<file path="src/rtl/id_stage_p.sv">
// Registered instruction-decode stage: decodes logic/shift ops, resolves operands
// through prioritised forwarding, stalls on load-use and drives an ID/EX register.
module id_stage_p #(
  parameter int unsigned XLEN    = 32,
  parameter int unsigned NUM_FWD = 2,
  parameter int unsigned CNT_W   = 16
) (
  input  logic                    clk,
  input  logic                    rst,
  input  logic                    inst_valid_i,
  input  logic [31:0]             pc_i,
  input  logic [31:0]             inst_i,
  input  logic [XLEN-1:0]         reg1_data_i,
  input  logic [XLEN-1:0]         reg2_data_i,
  input  logic [NUM_FWD-1:0]      fwd_wreg_i,
  input  logic [NUM_FWD-1:0]      fwd_load_i,
  input  logic [5*NUM_FWD-1:0]    fwd_wd_i,
  input  logic [XLEN*NUM_FWD-1:0] fwd_wdata_i,
  input  logic                    ex_ready_i,
  input  logic                    flush_i,
  output logic                    reg1_read_o,
  output logic                    reg2_read_o,
  output logic [4:0]              reg1_addr_o,
  output logic [4:0]              reg2_addr_o,
  output logic                    id_ready_o,
  output logic                    valid_o,
  output logic [31:0]             pc_o,
  output logic [7:0]              aluop_o,
  output logic [2:0]              alusel_o,
  output logic [XLEN-1:0]         reg1_o,
  output logic [XLEN-1:0]         reg2_o,
  output logic [4:0]              wd_o,
  output logic                    wreg_o,
  output logic                    inst_invalid_o,
  output logic [CNT_W-1:0]        stall_cnt_o
);

  localparam logic [5:0] OP_SPECIAL = 6'b000000;
  localparam logic [5:0] OP_ANDI    = 6'b001100;
  localparam logic [5:0] OP_ORI     = 6'b001101;
  localparam logic [5:0] OP_XORI    = 6'b001110;
  localparam logic [5:0] OP_LUI     = 6'b001111;

  localparam logic [5:0] FN_SLL = 6'b000000;
  localparam logic [5:0] FN_SRL = 6'b000010;
  localparam logic [5:0] FN_SRA = 6'b000011;
  localparam logic [5:0] FN_AND = 6'b100100;
  localparam logic [5:0] FN_OR  = 6'b100101;
  localparam logic [5:0] FN_XOR = 6'b100110;
  localparam logic [5:0] FN_NOR = 6'b100111;

  localparam logic [7:0] ALU_AND = 8'b00100100;
  localparam logic [7:0] ALU_OR  = 8'b00100101;
  localparam logic [7:0] ALU_XOR = 8'b00100110;
  localparam logic [7:0] ALU_NOR = 8'b00100111;
  localparam logic [7:0] ALU_SLL = 8'b01111100;
  localparam logic [7:0] ALU_SRL = 8'b00000010;
  localparam logic [7:0] ALU_SRA = 8'b00000011;

  typedef enum logic [2:0] {
    SEL_NOP   = 3'b000,
    SEL_LOGIC = 3'b001,
    SEL_SHIFT = 3'b010
  } alusel_e;

  typedef struct packed {
    logic            hit;
    logic            load;
    logic [XLEN-1:0] data;
  } fwd_t;

  logic [5:0]      op;
  logic [5:0]      funct;
  logic            dec_r1;
  logic            dec_r2;
  logic [XLEN-1:0] dec_imm;
  logic [4:0]      dec_wd;
  logic            dec_wreg;
  logic [7:0]      dec_aluop;
  alusel_e         dec_alusel;
  logic            dec_invalid;

  fwd_t            f1;
  fwd_t            f2;
  logic [XLEN-1:0] op1;
  logic [XLEN-1:0] op2;
  logic            hazard;
  logic            adv;

  assign op          = inst_i[31:26];
  assign funct       = inst_i[5:0];
  assign reg1_addr_o = inst_i[25:21];
  assign reg2_addr_o = inst_i[20:16];
  assign reg1_read_o = dec_r1;
  assign reg2_read_o = dec_r2;

  always_comb begin
    dec_r1      = 1'b0;
    dec_r2      = 1'b0;
    dec_imm     = '0;
    dec_wd      = '0;
    dec_wreg    = 1'b0;
    dec_aluop   = '0;
    dec_alusel  = SEL_NOP;
    dec_invalid = 1'b1;
    case (op)
      OP_ORI, OP_ANDI, OP_XORI, OP_LUI: begin
        dec_r1      = 1'b1;
        dec_wd      = inst_i[20:16];
        dec_wreg    = 1'b1;
        dec_alusel  = SEL_LOGIC;
        dec_invalid = 1'b0;
        dec_imm     = XLEN'(inst_i[15:0]);
        case (op)
          OP_ANDI: dec_aluop = ALU_AND;
          OP_XORI: dec_aluop = ALU_XOR;
          OP_LUI: begin
            dec_aluop = ALU_OR;
            dec_imm   = XLEN'({inst_i[15:0], 16'h0000});
          end
          default: dec_aluop = ALU_OR;
        endcase
      end
      OP_SPECIAL: begin
        case (funct)
          FN_OR, FN_AND, FN_XOR, FN_NOR: begin
            dec_r1      = 1'b1;
            dec_r2      = 1'b1;
            dec_wd      = inst_i[15:11];
            dec_wreg    = 1'b1;
            dec_alusel  = SEL_LOGIC;
            dec_invalid = 1'b0;
            case (funct)
              FN_AND:  dec_aluop = ALU_AND;
              FN_XOR:  dec_aluop = ALU_XOR;
              FN_NOR:  dec_aluop = ALU_NOR;
              default: dec_aluop = ALU_OR;
            endcase
          end
          FN_SLL, FN_SRL, FN_SRA: begin
            dec_r2      = 1'b1;
            dec_imm     = XLEN'(inst_i[10:6]);
            dec_wd      = inst_i[15:11];
            dec_wreg    = 1'b1;
            dec_alusel  = SEL_SHIFT;
            dec_invalid = 1'b0;
            case (funct)
              FN_SRL:  dec_aluop = ALU_SRL;
              FN_SRA:  dec_aluop = ALU_SRA;
              default: dec_aluop = ALU_SLL;
            endcase
          end
          default: ;
        endcase
      end
      default: ;
    endcase
  end

  // Lowest index wins: once a source hits, later (older) sources are ignored.
  function automatic fwd_t fwd_pick(
    input logic [4:0]              addr,
    input logic [NUM_FWD-1:0]      wreg,
    input logic [NUM_FWD-1:0]      load,
    input logic [5*NUM_FWD-1:0]    wd,
    input logic [XLEN*NUM_FWD-1:0] wdata
  );
    fwd_t                    r;
    logic [NUM_FWD-1:0]      wreg_sh;
    logic [NUM_FWD-1:0]      load_sh;
    logic [5*NUM_FWD-1:0]    wd_sh;
    logic [XLEN*NUM_FWD-1:0] wdata_sh;
    r = '0;
    for (int unsigned i = 0; i < NUM_FWD; i++) begin
      wreg_sh  = wreg >> i;
      load_sh  = load >> i;
      wd_sh    = wd >> (5 * i);
      wdata_sh = wdata >> (XLEN * i);
      if (!r.hit && wreg_sh[0] && (wd_sh[4:0] == addr)) begin
        r.hit  = 1'b1;
        r.load = load_sh[0];
        r.data = wdata_sh[XLEN-1:0];
      end
    end
    return r;
  endfunction

  always_comb begin
    f1 = fwd_pick(reg1_addr_o, fwd_wreg_i, fwd_load_i, fwd_wd_i, fwd_wdata_i);
    f2 = fwd_pick(reg2_addr_o, fwd_wreg_i, fwd_load_i, fwd_wd_i, fwd_wdata_i);

    if (!dec_r1)                op1 = dec_imm;
    else if (reg1_addr_o == '0) op1 = '0;
    else if (f1.hit)            op1 = f1.data;
    else                        op1 = reg1_data_i;

    if (!dec_r2)                op2 = dec_imm;
    else if (reg2_addr_o == '0) op2 = '0;
    else if (f2.hit)            op2 = f2.data;
    else                        op2 = reg2_data_i;

    hazard = inst_valid_i &&
             ((dec_r1 && (reg1_addr_o != '0) && f1.hit && f1.load) ||
              (dec_r2 && (reg2_addr_o != '0) && f2.hit && f2.load));
  end

  assign adv        = !valid_o || ex_ready_i;
  assign id_ready_o = flush_i || (adv && !hazard);

  always_ff @(posedge clk or negedge rst) begin
    if (!rst) begin
      valid_o        <= 1'b0;
      pc_o           <= '0;
      aluop_o        <= '0;
      alusel_o       <= '0;
      reg1_o         <= '0;
      reg2_o         <= '0;
      wd_o           <= '0;
      wreg_o         <= 1'b0;
      inst_invalid_o <= 1'b0;
    end else if (flush_i) begin
      valid_o        <= 1'b0;
      pc_o           <= '0;
      aluop_o        <= '0;
      alusel_o       <= '0;
      reg1_o         <= '0;
      reg2_o         <= '0;
      wd_o           <= '0;
      wreg_o         <= 1'b0;
      inst_invalid_o <= 1'b0;
    end else if (adv) begin
      if (hazard) begin
        valid_o  <= 1'b0;
        wreg_o   <= 1'b0;
        aluop_o  <= '0;
        alusel_o <= '0;
      end else begin
        valid_o        <= inst_valid_i;
        pc_o           <= pc_i;
        aluop_o        <= dec_aluop;
        alusel_o       <= dec_alusel;
        reg1_o         <= op1;
        reg2_o         <= op2;
        wd_o           <= dec_wd;
        wreg_o         <= dec_wreg && inst_valid_i;
        inst_invalid_o <= dec_invalid;
      end
    end
  end

  // Counts every hazard cycle, including ones where EX is also back-pressuring.
  always_ff @(posedge clk or negedge rst) begin
    if (!rst) begin
      stall_cnt_o <= '0;
    end else if (hazard && inst_valid_i && !flush_i && (stall_cnt_o != '1)) begin
      stall_cnt_o <= stall_cnt_o + CNT_W'(1);
    end
  end

endmodule

</file>
<file path="config.mk">
export PLATFORM = sky130hd
export DESIGN_NAME = id_stage_p
export DESIGN_NICKNAME = d
export VERILOG_FILES = /design/src/rtl/id_stage_p.sv
export SDC_FILE = /design/constraint.sdc
export NUM_CORES = 1
export LEC_CHECK = 0
export CAP_MARGIN = 10
export CORE_UTILIZATION = 30
export CTS_CLUSTER_DIAMETER = 50
export DETAILED_ROUTE_END_ITERATION = 6
export PLACE_DENSITY = 0.75
export SLEW_MARGIN = 20
export SYNTH_ARGS = -nofsm -noshare
export SYNTH_HDL_FRONTEND = slang
export SYNTH_SLANG_ARGS = --single-unit
</file>
<file path="constraint.sdc">
create_clock -name clk -period 5.9 [get_ports clk]
set_clock_uncertainty 0.05 [all_clocks]
set_input_delay 0.59 -clock clk [delete_from_list [all_inputs] [get_ports clk]]
set_output_delay 0.59 -clock clk [all_outputs]
set_load 0.01 [all_outputs]
</file>
== Yosys cells after proc, flatten, opt, wreduce, memory -nomap -nowiden ==
Cells that the tools add are included.

* Word-level logic and storage cells: 121
* Bits in registers: 131
* Memories kept: 0
* Output and inout bits: 144
* Latch bits: 0
* Input port bits: 211
* Memory bits (read-only): 0
* RAM bits: 0

* Div/mod/pow operators: 0
* Bitwise operators: 0
* Order comparisons: 0
* Multipliers: 0
* Add/sub/neg operators: 1
* Shifts and indexed selects: 0
* Reductions and logical operators: 38
* Muxes and demuxes: 56
* Equal/unequal tests: 16

{| class="wikitable"
|+ Operator list
! kind !! count
|-
| 32-bit two-way mux || 16
|-
| 34-bit two-way mux || 4
|-
| 32-bit case mux with 2 select lines || 1
|-
| 7-bit case mux with 2 select lines || 3
|-
| 5-bit two-way mux || 5
|-
| 6-bit by 4-bit equality test with 1-bit output, second input constant || 4
|-
| 6-bit equality test, second input constant || 4
|-
| 8-bit two-way mux || 3
|-
| 5-bit equality test || 4
|-
| 1-bit logical AND || 18
|-
| 16-bit by 1-bit adder with 16-bit output, second input constant || 1
|-
| 16-bit != test, second input constant || 1
|-
| 1-bit two-way mux || 13
|-
| 6-bit by 2-bit equality test with 1-bit output, second input constant || 2
|-
| 6-bit zero test || 2
|-
| 2-bit case mux with 2 select lines || 3
|-
| 5-bit zero test || 2
|-
| 5-bit case mux with 2 select lines || 1
|-
| 5-bit nonzero test || 2
|-
| 3-bit two-way mux || 3
|-
| 4-bit OR reduction || 2
|-
| 7-bit OR reduction || 1
|-
| 1-bit case mux with 2 select lines || 3
|-
| 2-bit case mux with 3 select lines || 1
|-
| 6 further kinds || 12
|}

== Longest topological paths before layout ==
Gate-level depths: netlist (run 1).

* Word-level depth: 14
* Gate-level depth with buffers: 9
* Gate-level depth less buffers: 8

== Least setup slack after synthesis (run 1) ==
No wires, ideal clock.

* Path kind: input-to-output
* Start: input inst_i[22]
* End: output id_ready_o
* Data arrival time: 2183 ps
* Slack: 3077 ps
* Stages on the path: 8
* Cell sequence: xor2_1 -> nor4_1 -> nand3_1 -> mux2i_4 -> o311ai_2 -> buf_4 -> buf_2 -> inv_1

* Word-level cells in the longest chain between the ends: 14
* Elaborated cells between the ends (all ways): 17

{| class="wikitable"
|+ Ends and longest elaborated chain
! what !! line !! text
|-
| from (decl) || 12 || <nowiki>input logic [31:0] inst_i,</nowiki>
|-
| 5-bit equality test || 179 || <nowiki>if (!r.hit && wreg_sh[0] && (wd_sh[4:0] == addr)) begin</nowiki>
|-
| 1-bit logical AND || 179 ||
|-
| 34-bit two-way mux || 179 ||
|-
| 1-bit zero test || 179 ||
|-
| 1-bit logical AND (2 in series) || 179 ||
|-
| 34-bit two-way mux || 179 ||
|-
| 1-bit logical AND || 203 || <nowiki>((dec_r1 && (reg1_addr_o != '0) && f1.hit && f1.load) ||</nowiki>
|-
| 1-bit logical AND (*) || 203 ||
|-
| 1-bit logical OR (*) || 203 ||
|-
| 1-bit logical AND (*) || 202 || <nowiki>hazard = inst_valid_i &&</nowiki>
|-
| 1-bit zero test (*) || 208 || <nowiki>assign id_ready_o = flush_i || (adv && !hazard);</nowiki>
|-
| 1-bit logical AND (*) || 208 ||
|-
| 1-bit logical OR (*) || 208 ||
|-
| to (decl) || 25 || <nowiki>output logic id_ready_o,</nowiki>
|}

Mark *: on every way between the ends. The rest lies on a longest branch, timed or not.

== Final worst setup path (run 1) ==
* Start: input inst_i[5]
* End: register reg2_o[10]

* Word-level cells in the longest chain between the ends: 11
* Elaborated cells between the ends (all ways): 27

{| class="wikitable"
|+ Ends and longest elaborated chain
! what !! line !! text
|-
| 6-bit equality test, or another cell as far along || 125 || <nowiki>case (funct)</nowiki>
|-
| 4-bit OR reduction or 7-bit OR reduction (tied branches) || -- ||
|-
| 1-bit two-way mux || 125 ||
|-
| 1-bit case mux with 2 select lines or 1-bit two-way mux (tied branches) || 106 || <nowiki>case (op)</nowiki>
|-
| 1-bit logical AND (on tied branches) (3 in series) || 203, 204 ||
|-
| 1-bit logical OR || 203 ||
|-
| 1-bit logical AND || 202 ||
|-
| 2-bit != test (no source line) || -- ||
|-
| 2-bit AND reduction (no source line) || -- ||
|-
| to (signal assigned) || 243 || <nowiki>reg2_o <= op2;</nowiki>
|-
| to (decl) || 31 || <nowiki>output logic [XLEN-1:0] reg2_o,</nowiki>
|}

Parallel ways exist; a longest one is shown, timed or not. The select of a mux whose other input is x is not followed.
A chain may end at the register's enable or synchronous reset.

==> results.json, run 1 <==
{
  "drive_gt1_frac": 0.0640,
  "fin_util": 0.497,
  "r2r_end": "reg2_o[10]$_DFFE_PN0P_",
  "port_buffers": 352,
  "cts_max_path_buffers": 2,
  "initial_core_util": 0.308,
  "synth_edf_count": 0,
  "hold_path_class": "input pin to asynchronous set/reset pin",
  "die_area_sq_um": 24000,
  "antenna_cells": 0,
  "synthFlopType": "dfrtp_1",
  "synth_seq_cells": 126,
  "cp.arrival_ns": 4.37,
  "final.min_clock_period_ns": 4.09,
  "comb_power_share": 0.159,
  "clock_sinks": 126,
  "antenna_found_initial": 0,
  "dr.pass1.iters": 5,
  "async_reset_ff_frac": 1.00,
  "layout_common_cells": "351 x clkdlybuf4s50_1, 126 x dfrtp_1, 94 x a21oi_1",
  "syn2layout_area_growth_pct": 61.3,
  "synth.area.top_cells": "dfrtp_1 45%, mux2i_1 9.1%, a21oi_1 6.8%",
  "final_antenna_net_count": 0,
  "cts.htree.levels": 4,
  "cp-start-kind": "input pin",
  "grt_first_pass_wirelength_um": 41500,
  "synth_top_area_cell": "dfrtp_1",
  "rr_worst_depth": 6,
  "final_common_cell": "clkdlybuf4s50_1",
  "intPower_uw": 1750,
  "drt_iter0_drc": 419,
  "vias_per_cell": 5.06,
  "status": "finished, final reports clean",
  "num_rows": 55,
  "grt_pass1_vias": 6909,
  "max-cap-violations": 0,
  "r2r_slack_ns": 3.51,
  "cts_setup_buffers": 0,
  "ys_seq_area_frac": 0.449,
  "worst_pin_slew_ns": 1.01,
  "worst-path-max-fanout": 87,
  "vias": 6960,
  "period_share": 0.694,
  "setup_viol": 0,
  "ctsRootBufferMaster": "clkbuf_16",
  "powerDensity_nw_per_um2": 209,
  "swShare": 0.261,
  "coreArea_sq_um": 22800,
  "hold_buffers": 0,
  "grt_usage": 0.233,
  "routed_wl_um": 28300,
  "p_leak_uw": 0.00436,
  "avgSynthCellArea_sq_um": 9.58,
  "syn_inst": 732,
  "die_x_um": 155,
  "cts_tree": "built",
  "crit_type": "input pin to flip-flop",
  "p_seq_frac": 0.379,
  "slew_viol_final": 0,
  "yosys_warnings": 0,
  "maxSlewHeadroom": 0.326,
  "synth_top_area_frac": 0.449,
  "grt_max_degree": 88,
  "worst-endpoint-required_ns": 6.17,
  "rsz0062_at_grt": "false",
  "clk_latency_ns": 0.42,
  "p_clk_frac": 0.462,
  "die_y_um": 155,
  "fmax_ghz": 0.244,
  "finalSetupTns_ns": 0,
  "cts_made_buffers": 17,
  "dp_hpwl_um": 21100,
  "ios": 355,
  "seq_area_sq_um": 3150,
  "multi_input_area_sq_um": 3510,
  "final_hold_viol_count": 0,
  "cts_resized": 0,
  "syn_area_sq_um": 7020,
  "synthDistinctLibCells": 54,
  "clk_pin_slew_ns": 0.07,
  "power.switching_uw": 616,
  "drc": 0,
  "wl_per_cell_um": 20.6,
  "cp-end-kind": "flip-flop",
  "gp_congestion": 0.905,
  "nets": 1261,
  "vdd_drop_max_uv": 150,
  "overflow": 0,
  "nFillCells": 2120,
  "rr_startpoint": "valid_o$_DFFE_PN0P_"
}
## power groups by stage
stage	Clock (uW)	Sequential, uW	Combinational [uW]
2_1_floorplan	0	920	109
3_3_place_gp	0	911	370
3_5_place_dp	0	911	373
4_1_cts	1120	895	375
5_1_grt	1150	897	403
6_report	1090	895	376
## sequential cells by signal, indices dropped and copies added, names as in the netlist, 2 cells and up
name / cells
alusel_o: 2
wd_o: 5
pc_o: 32
reg2_o: 32
reg1_o: 32
aluop_o: 4
stall_cnt_o: 16
## through the flow
stage | hold slack [ns] | area, sq um | instances | power [uW] | worst slack [ns]
5_1_grt | 0.148 | 11300 | 1375 | 2450 | 1.71
3_5_place_dp | 0.415 | 10700 | 1342 | 1280 | 1.42
6_report | 0.0998 | 11300 | 1375 | 2360 | 1.81
3_3_place_gp | 0.409 | 10700 | 1342 | 1280 | 1.53
2_1_floorplan | 0.244 | 7020 | 733 | 1030 | 3.08
4_1_cts | 0.126 | 11300 | 1374 | 2390 | 1.81
## cells by family after synthesis
family                     Yosys count  share of synthesized area
adders and majority gates            1                    0.00178
other                                1                   0.000535
buffers and inverters               73                     0.0585
muxes                               66                     0.0961
DFF                                126                      0.449
xor gates and xnor gates            35                     0.0437
AOI/OAI and AO/OA                  275                      0.246
and+or+nand+nor                    155                      0.104
## cells in the mapped netlist (all sizes together), types with 2 or more instances
library cell,count
a22o,52
o21ai,94
nor4,4
nand2,78
nor2,30
and4bb,2
o31ai,17
o211ai,3
nor3,3
nand4,7
nand3b,2
dfrtp,126
clkbuf,24
xnor2,26
nand2b,2
xor2,9
a21oi,95
buf,41
a22oi,5
o41ai,2
nand3,17
mux2i,65
inv,8
and3,3
## layer usage
metal,GRT usage,up-vias,wire length [um]
met4,0.0853,0,753
met2,0.392,322,13600
met3,0.0641,44,2120
met1,0.284,3309,11800
li1,-,3285,-
met5,0,-,0
## area by class of cell
| type | count | area share |
|---|---|---|
| timing repair buffer | 362 | 0.320 |
| multi-input combinational | 534 | 0.310 |
| sequential | 126 | 0.279 |
| clock buffer | 18 | 0.0388 |
| tap | 313 | 0.0346 |
| clock inverter | 14 | 0.0154 |
| inverter | 8 | 0.00265 |
## worst max-delay path, cell delays in order
cell	delay, ns
clkdlybuf4s50_1	0.73
and4bb_2	0.36
a41oi_2	0.26
nor2_2	0.44
inv_2	0.16
o311ai_4	0.26
buf_4	0.37
buf_4	0.75
nand2_1	0.14
o21ai_0	0.13
## how the worst max path moves through the flow
stage | end | from | slack [ns] | cells after the start
global route | reg2_o[31]$_DFFE_PN0P_ | inst_i[22] | 1.71 | 11
finish | reg2_o[10]$_DFFE_PN0P_ | inst_i[5] | 1.81 | 10
global placement | reg1_o[7]$_DFFE_PN0P_ | inst_i[5] | 1.53 | 9
detailed placement | reg1_o[12]$_DFFE_PN0P_ | inst_i[5] | 1.42 | 9
CTS | id_ready_o | inst_i[5] | 1.81 | 8
floorplan | id_ready_o | inst_i[22] | 3.08 | 8
No activity file was read; power rests on OpenSTA's default activity.
==> run 2, diff against run 1 <==
==> constraint.sdc (replaced) <==
create_clock -name clk -period 4.05 [get_ports clk]
set_clock_uncertainty 0.05 [all_clocks]
set_input_delay 0.405 -clock clk [delete_from_list [all_inputs] [get_ports clk]]
set_output_delay 0.405 -clock clk [all_outputs]
set_load 0.01 [all_outputs]
==> run 2 against run 1 <==
Effect of this change:
- hold slack got worse by 0.092 ns
- die area did not move
- total power rose by 41%
- first-iteration DRC count fell by 21%
- via count rose by 1.6%
- combinational power rose by 46%
- register-to-register slack got worse by 1.9 ns
- worst setup slack got worse by 1.1 ns
- sequential power rose by 45%
- critical path depth fell by 2
- global-route usage rose by 0.40 points
- core utilization rose by 0.060 points
- critical endpoint is now id_ready_o
- largest cell class unchanged
- largest power group unchanged
==> results.json, run 2 (synthesis results as in run 1) <==
{
  "fin_util": 0.497,
  "r2r_end": "stall_cnt_o[1]$_DFFE_PN0P_",
  "routed_wl_um": 28500,
  "powerDensity_nw_per_um2": 294,
  "dp_hpwl_um": 21400,
  "cts_max_path_buffers": 2,
  "cts_resized": 0,
  "antenna_found_initial": 0,
  "final_hold_viol_count": 0,
  "wl_per_cell_um": 20.7,
  "cts_tree": "built",
  "gp_congestion": 0.884,
  "maxSlewHeadroom": 0.442,
  "status": "finished, final reports clean",
  "cp.arrival_ns": 2.87,
  "cts_setup_buffers": 0,
  "path_cells": "clkdlybuf4s50_1, and4bb_2, a41oi_2, nor2_2, inv_2, o311ai_4, inv_1, clkdlybuf4s50_1",
  "worst-endpoint-required_ns": 3.60,
  "clk_pin_slew_ns": 0.07,
  "cts_made_buffers": 17,
  "cpMaxStageDelayCell": "clkdlybuf4s50_1",
  "overflow": 0,
  "r2r_slack_ns": 1.65,
  "dp_cells": 1346,
  "period_share": 0.821,
  "crit_type": "input pin to output port",
  "die_area_sq_um": 24000,
  "vias_per_cell": 5.13,
  "cp-start-kind": "input pin",
  "drive_gt1_frac": 0.0667,
  "num_rows": 55,
  "cts.htree.levels": 4,
  "finalSetupTns_ns": 0,
  "fmax_ghz": 0.301,
  "die_y_um": 155,
  "final_antenna_net_count": 0,
  "syn2layout_area_growth_pct": 61.5,
  "hold_buffers": 0,
  "worst-path-max-fanout": 5,
  "slowest_delay_ns": 0.69,
  "top_regs": "pc_o (32), reg1_o (32), reg2_o (32)",
  "worst_pin_slew_ns": 0.837,
  "die_x_um": 155,
  "vdd_drop_max_uv": 214,
  "nets": 1264,
  "ios": 355,
  "cp-end-kind": "output port",
  "clock_sinks": 126,
  "layout_common_cells": "351 x clkdlybuf4s50_1, 126 x dfrtp_1, 94 x a21oi_1",
  "coreArea_sq_um": 22800,
  "grt_pass1_vias": 7092,
  "vias": 7073,
  "grt_usage": 0.237,
  "setup_viol": 0,
  "drt_iter0_drc": 330,
  "antenna_cells": 0,
  "ctsRootBufferMaster": "clkbuf_16",
  "rsz0062_at_grt": "false",
  "p_leak_uw": 0.00436,
  "grt_max_degree": 120,
  "slew_viol_final": 0,
  "final_cells": 1378,
  "port_buffers": 352,
  "clk_latency_ns": 0.41,
  "grt_first_pass_wirelength_um": 42200,
  "dpl_cell_area_sq_um": 10800,
  "rr_worst_depth": 7,
  "hold_path_class": "input pin to asynchronous set/reset pin",
  "dr.pass1.iters": 5,
  "final_area_sq_um": 11300,
  "final_common_cell": "clkdlybuf4s50_1",
  "rr_startpoint": "stall_cnt_o[0]$_DFFE_PN0P_",
  "finalPower_uw": 3330,
  "drc": 0,
  "crit_top_cell": "clkdlybuf4s50_1",
  "max-cap-violations": 0,
  "initial_core_util": 0.308,
  "final.min_clock_period_ns": 3.33
}
-- run 2: power by group --
| group | internal [uW] | switching, uW | total (uW) |
|---|---|---|---|
| logic | 309 | 239 | 548 |
| registers | 1290 | 16.5 | 1300 |
| clock network | 815 | 663 | 1480 |
-- run 2: final cells by class --
type	instances	area [sq um]
flip-flops and latches	126	3150
clock buffers	17	425
fillers	2134	11400
well taps	313	392
inverters	8	30.0
multi-input cells	534	3510
clock inverters	15	149
repair buffers	365	3670
-- run 2: metal layers --
layer  GRT usage  wire length (um)  vias to the layer above
met4      0.0971               865                        0
met5           0                 0                        -
met1       0.287             11700                     3399
met2       0.400             13700                      320
met3      0.0607              2230                       48
li1            -                 -                     3306
-- run 2: worst max path at each step --
stage                from    endpoint  slack [ns]  depth (start not counted)
2_1_floorplan  inst_i[22]  id_ready_o        1.60                          8
3_3_place_gp    inst_i[5]  id_ready_o        0.73                          8
5_1_grt        inst_i[17]  id_ready_o        0.57                          8
4_1_cts         inst_i[5]  id_ready_o        0.71                          8
3_5_place_dp    inst_i[5]  id_ready_o        0.71                          8
6_report        inst_i[5]  id_ready_o        0.72                          8
-- run 2: stage by stage --
stage                     setup slack, ns  hold WS [ns]
after floorplan                      1.60        0.0594
after global placement              0.730         0.407
after detailed placement            0.712         0.415
after CTS                           0.710        0.0280
after global routing                0.566        0.0654
final                               0.724       0.00729
-- run 2: worst max-delay path: cells and delay by family --
family / cells / cell delay, ns
buffers and inverters: 4 / 1.38
AOI/OAI and AO/OA: 2 / 0.53
and+or+nand+nor: 2 / 0.55
==> run 3, diff against run 2 <==
--- a/config.mk
+++ b/config.mk
@@ -9,7 +9,7 @@
 export CORE_UTILIZATION = 30
 export CTS_CLUSTER_DIAMETER = 50
 export DETAILED_ROUTE_END_ITERATION = 6
-export PLACE_DENSITY = 0.75
+export PLACE_DENSITY = 0.78
 export SLEW_MARGIN = 20
 export SYNTH_ARGS = -nofsm -noshare
 export SYNTH_HDL_FRONTEND = slang
==> constraint.sdc (replaced) <==
create_clock -name clk -period 2.8 [get_ports clk]
set_clock_uncertainty 0.05 [all_clocks]
set_input_delay 0.28 -clock clk [delete_from_list [all_inputs] [get_ports clk]]
set_output_delay 0.28 -clock clk [all_outputs]
set_load 0.01 [all_outputs]
==> run 3 against run 2 <==
Effect of this change:
- routed wire length is 5.6% higher
- die area stayed put
- sequential power is 45% higher
- global-route usage is 1.4 points higher
- combinational power is 59% higher
- via count is 4.0% higher
- flip-flop and latch count stayed put
- non-clock buffer count is 64 higher
- count of clock-buffer cells in the layout stayed put
- clock power is 48% higher
==> results.json, run 3 (synthesis results as in run 1) <==
{
  "syn2layout_area_growth_pct": 69.2,
  "max-cap-violations": 0,
  "num_rows": 55,
  "wl_per_cell_um": 20.9,
  "grt_pass1_vias": 7471,
  "port_buffers": 352,
  "dp_hpwl_um": 23000,
  "clk_pin_slew_ns": 0.06,
  "cts.htree.levels": 4,
  "power.switching_uw": 1280,
  "worst-path-max-fanout": 4,
  "overflow": 0,
  "swShare": 0.259,
  "grt_first_pass_wirelength_um": 44500,
  "crit_type": "input pin to output port",
  "clock_sinks": 126,
  "vias": 7353,
  "intPower_uw": 3660,
  "rr_startpoint": "stall_cnt_o[0]$_DFFE_PN0P_",
  "p_seq_frac": 0.382,
  "fmax_ghz": 0.371,
  "final_antenna_net_count": 0,
  "layout_common_cells": "349 x clkdlybuf4s50_1, 126 x dfrtp_1, 94 x a21oi_1",
  "grt_max_degree": 65,
  "die_x_um": 155,
  "nets": 1328,
  "routed_wl_um": 30100,
  "antenna_found_initial": 3,
  "finalSetupTns_ns": 0,
  "fin_util": 0.521,
  "coreArea_sq_um": 22800,
  "initial_core_util": 0.308,
  "final_hold_viol_count": 0,
  "final_common_cell": "clkdlybuf4s50_1",
  "p_leak_uw": 0.00470,
  "drive_gt1_frac": 0.119,
  "drc": 0,
  "vias_per_cell": 5.10,
  "crit_start": "inst_i[5]",
  "cts_made_buffers": 17,
  "cp-start-kind": "input pin",
  "die_y_um": 155,
  "gp_congestion": 0.921,
  "vdd_drop_max_uv": 333,
  "setup_viol": 0,
  "ctsRootBufferMaster": "clkbuf_16",
  "top_regs": "pc_o (32), reg1_o (32), reg2_o (32)",
  "cts_tree": "built",
  "slew_viol_final": 0,
  "drt_iter0_drc": 472,
  "status": "finished, final reports clean",
  "clk_latency_ns": 0.41,
  "dpl_cell_area_sq_um": 11200,
  "grt_usage": 0.250,
  "cp-end-kind": "output port",
  "p_clk_frac": 0.442,
  "final_area_sq_um": 11900,
  "period_share": 0.962,
  "final.min_clock_period_ns": 2.69,
  "dr.pass1.iters": 5,
  "ios": 355,
  "maxSlewHeadroom": 0.534,
  "hold_path_class": "input pin to asynchronous set/reset pin",
  "rsz0062_at_grt": "false",
  "worst_pin_slew_ns": 0.699,
  "powerDensity_nw_per_um2": 416,
  "cp.arrival_ns": 2.36,
  "comb_power_share": 0.176,
  "die_area_sq_um": 24000,
  "worst-endpoint-required_ns": 2.47,
  "nFillCells": 2024,
  "cts_max_path_buffers": 2
}
==> run 3: cell count changes in the layout (fill, tap and decap cells not counted), moves of 2 or more <==
cell | before | now
clkdlybuf4s50_1 | 351 | 349
inv_6 | 5 | 3
buf_4 | 9 | 69
clkinv_2 | 0 | 3
buf_12 | 4 | 7
clkinv_8 | 2 | 0
bufinv_16 | 0 | 2
inv_8 | 3 | 0
dlygate4sd2_1 | 0 | 2
diode_2 | 0 | 3
==> run 3: final timing paths <==
path,to,slack [ns],cells past startpoint
max,id_ready_o,0.11,8
min,pc_o[9]$_DFFE_PN0P_,0.34,2
max reg2reg,stall_cnt_o[1]$_DFFE_PN0P_,0.51,8
min reg2reg,reg2_o[9]$_DFFE_PN0P_,0.43,2
max in group asynchronous,reg1_o[0]$_DFFE_PN0P_,1.66,3
min in group clk,pc_o[25]$_DFFE_PN0P_,0.41,2
==> run 3: per-layer routing <==
layer / part of all wire / track usage
met3: 0.084 / 0.0724
met2: 0.48 / 0.418
met5: 0 / 0
met4: 0.034 / 0.107
met1: 0.40 / 0.301
==> run 3: cell type report <==
class	instances	area (sq um)	area share
Antenna cell	3	7.51	0.000632
Clock buffer	17	425	0.0358
Clock inverter	13	141	0.0119
Inverter	8	30.0	0.00253
Multi-Input combinational cell	534	3530	0.298
Sequential cell	126	3150	0.266
Tap cell	313	392	0.0330
Timing Repair Buffer	429	4190	0.353
==> run 3: timing repair <==
| item | CTS | global route |
|---|---|---|
| buffers inserted | 4 | 2 |
| resized for setup | 4 | 2 |
| pin swaps | 6 | 4 |
| hold buffers | 1 | 0 |
| endpoints found under the hold margin | 49 | 0 |
| setup endpoints to repair | 1 | 1 |
==> run 3: critical path, stage by stage <==
cell and delay (ns):
clkdlybuf4s50_1 0.58, and4bb_2 0.36, a41oi_2 0.16, nor2_2 0.19
inv_2 0.08, o311ai_4 0.36, inv_1 0.07, dlygate4sd2_1 0.29
==> run 3: metrics by stage <==
stage	hold slack [ns]	setup WS (ns)	power, uW	instances
after floorplan	-0.0656	0.597	2170	733
after detailed placement	0.218	-0.251	2780	1403
after global placement	0.215	-0.193	2770	1403
final	0.344	0.105	4940	1443
after CTS	0.347	0.110	4980	1438
after global routing	0.370	0.00234	5120	1442
==> run 3: power by group through the flow <==
stage | Combinational [uW] | Sequential [uW] | Clock (uW)
after global routing | 926 | 1890 | 2310
after floorplan | 231 | 1940 | 0
final | 869 | 1890 | 2190
after global placement | 854 | 1920 | 0
after CTS | 869 | 1890 | 2230
after detailed placement | 859 | 1920 | 0
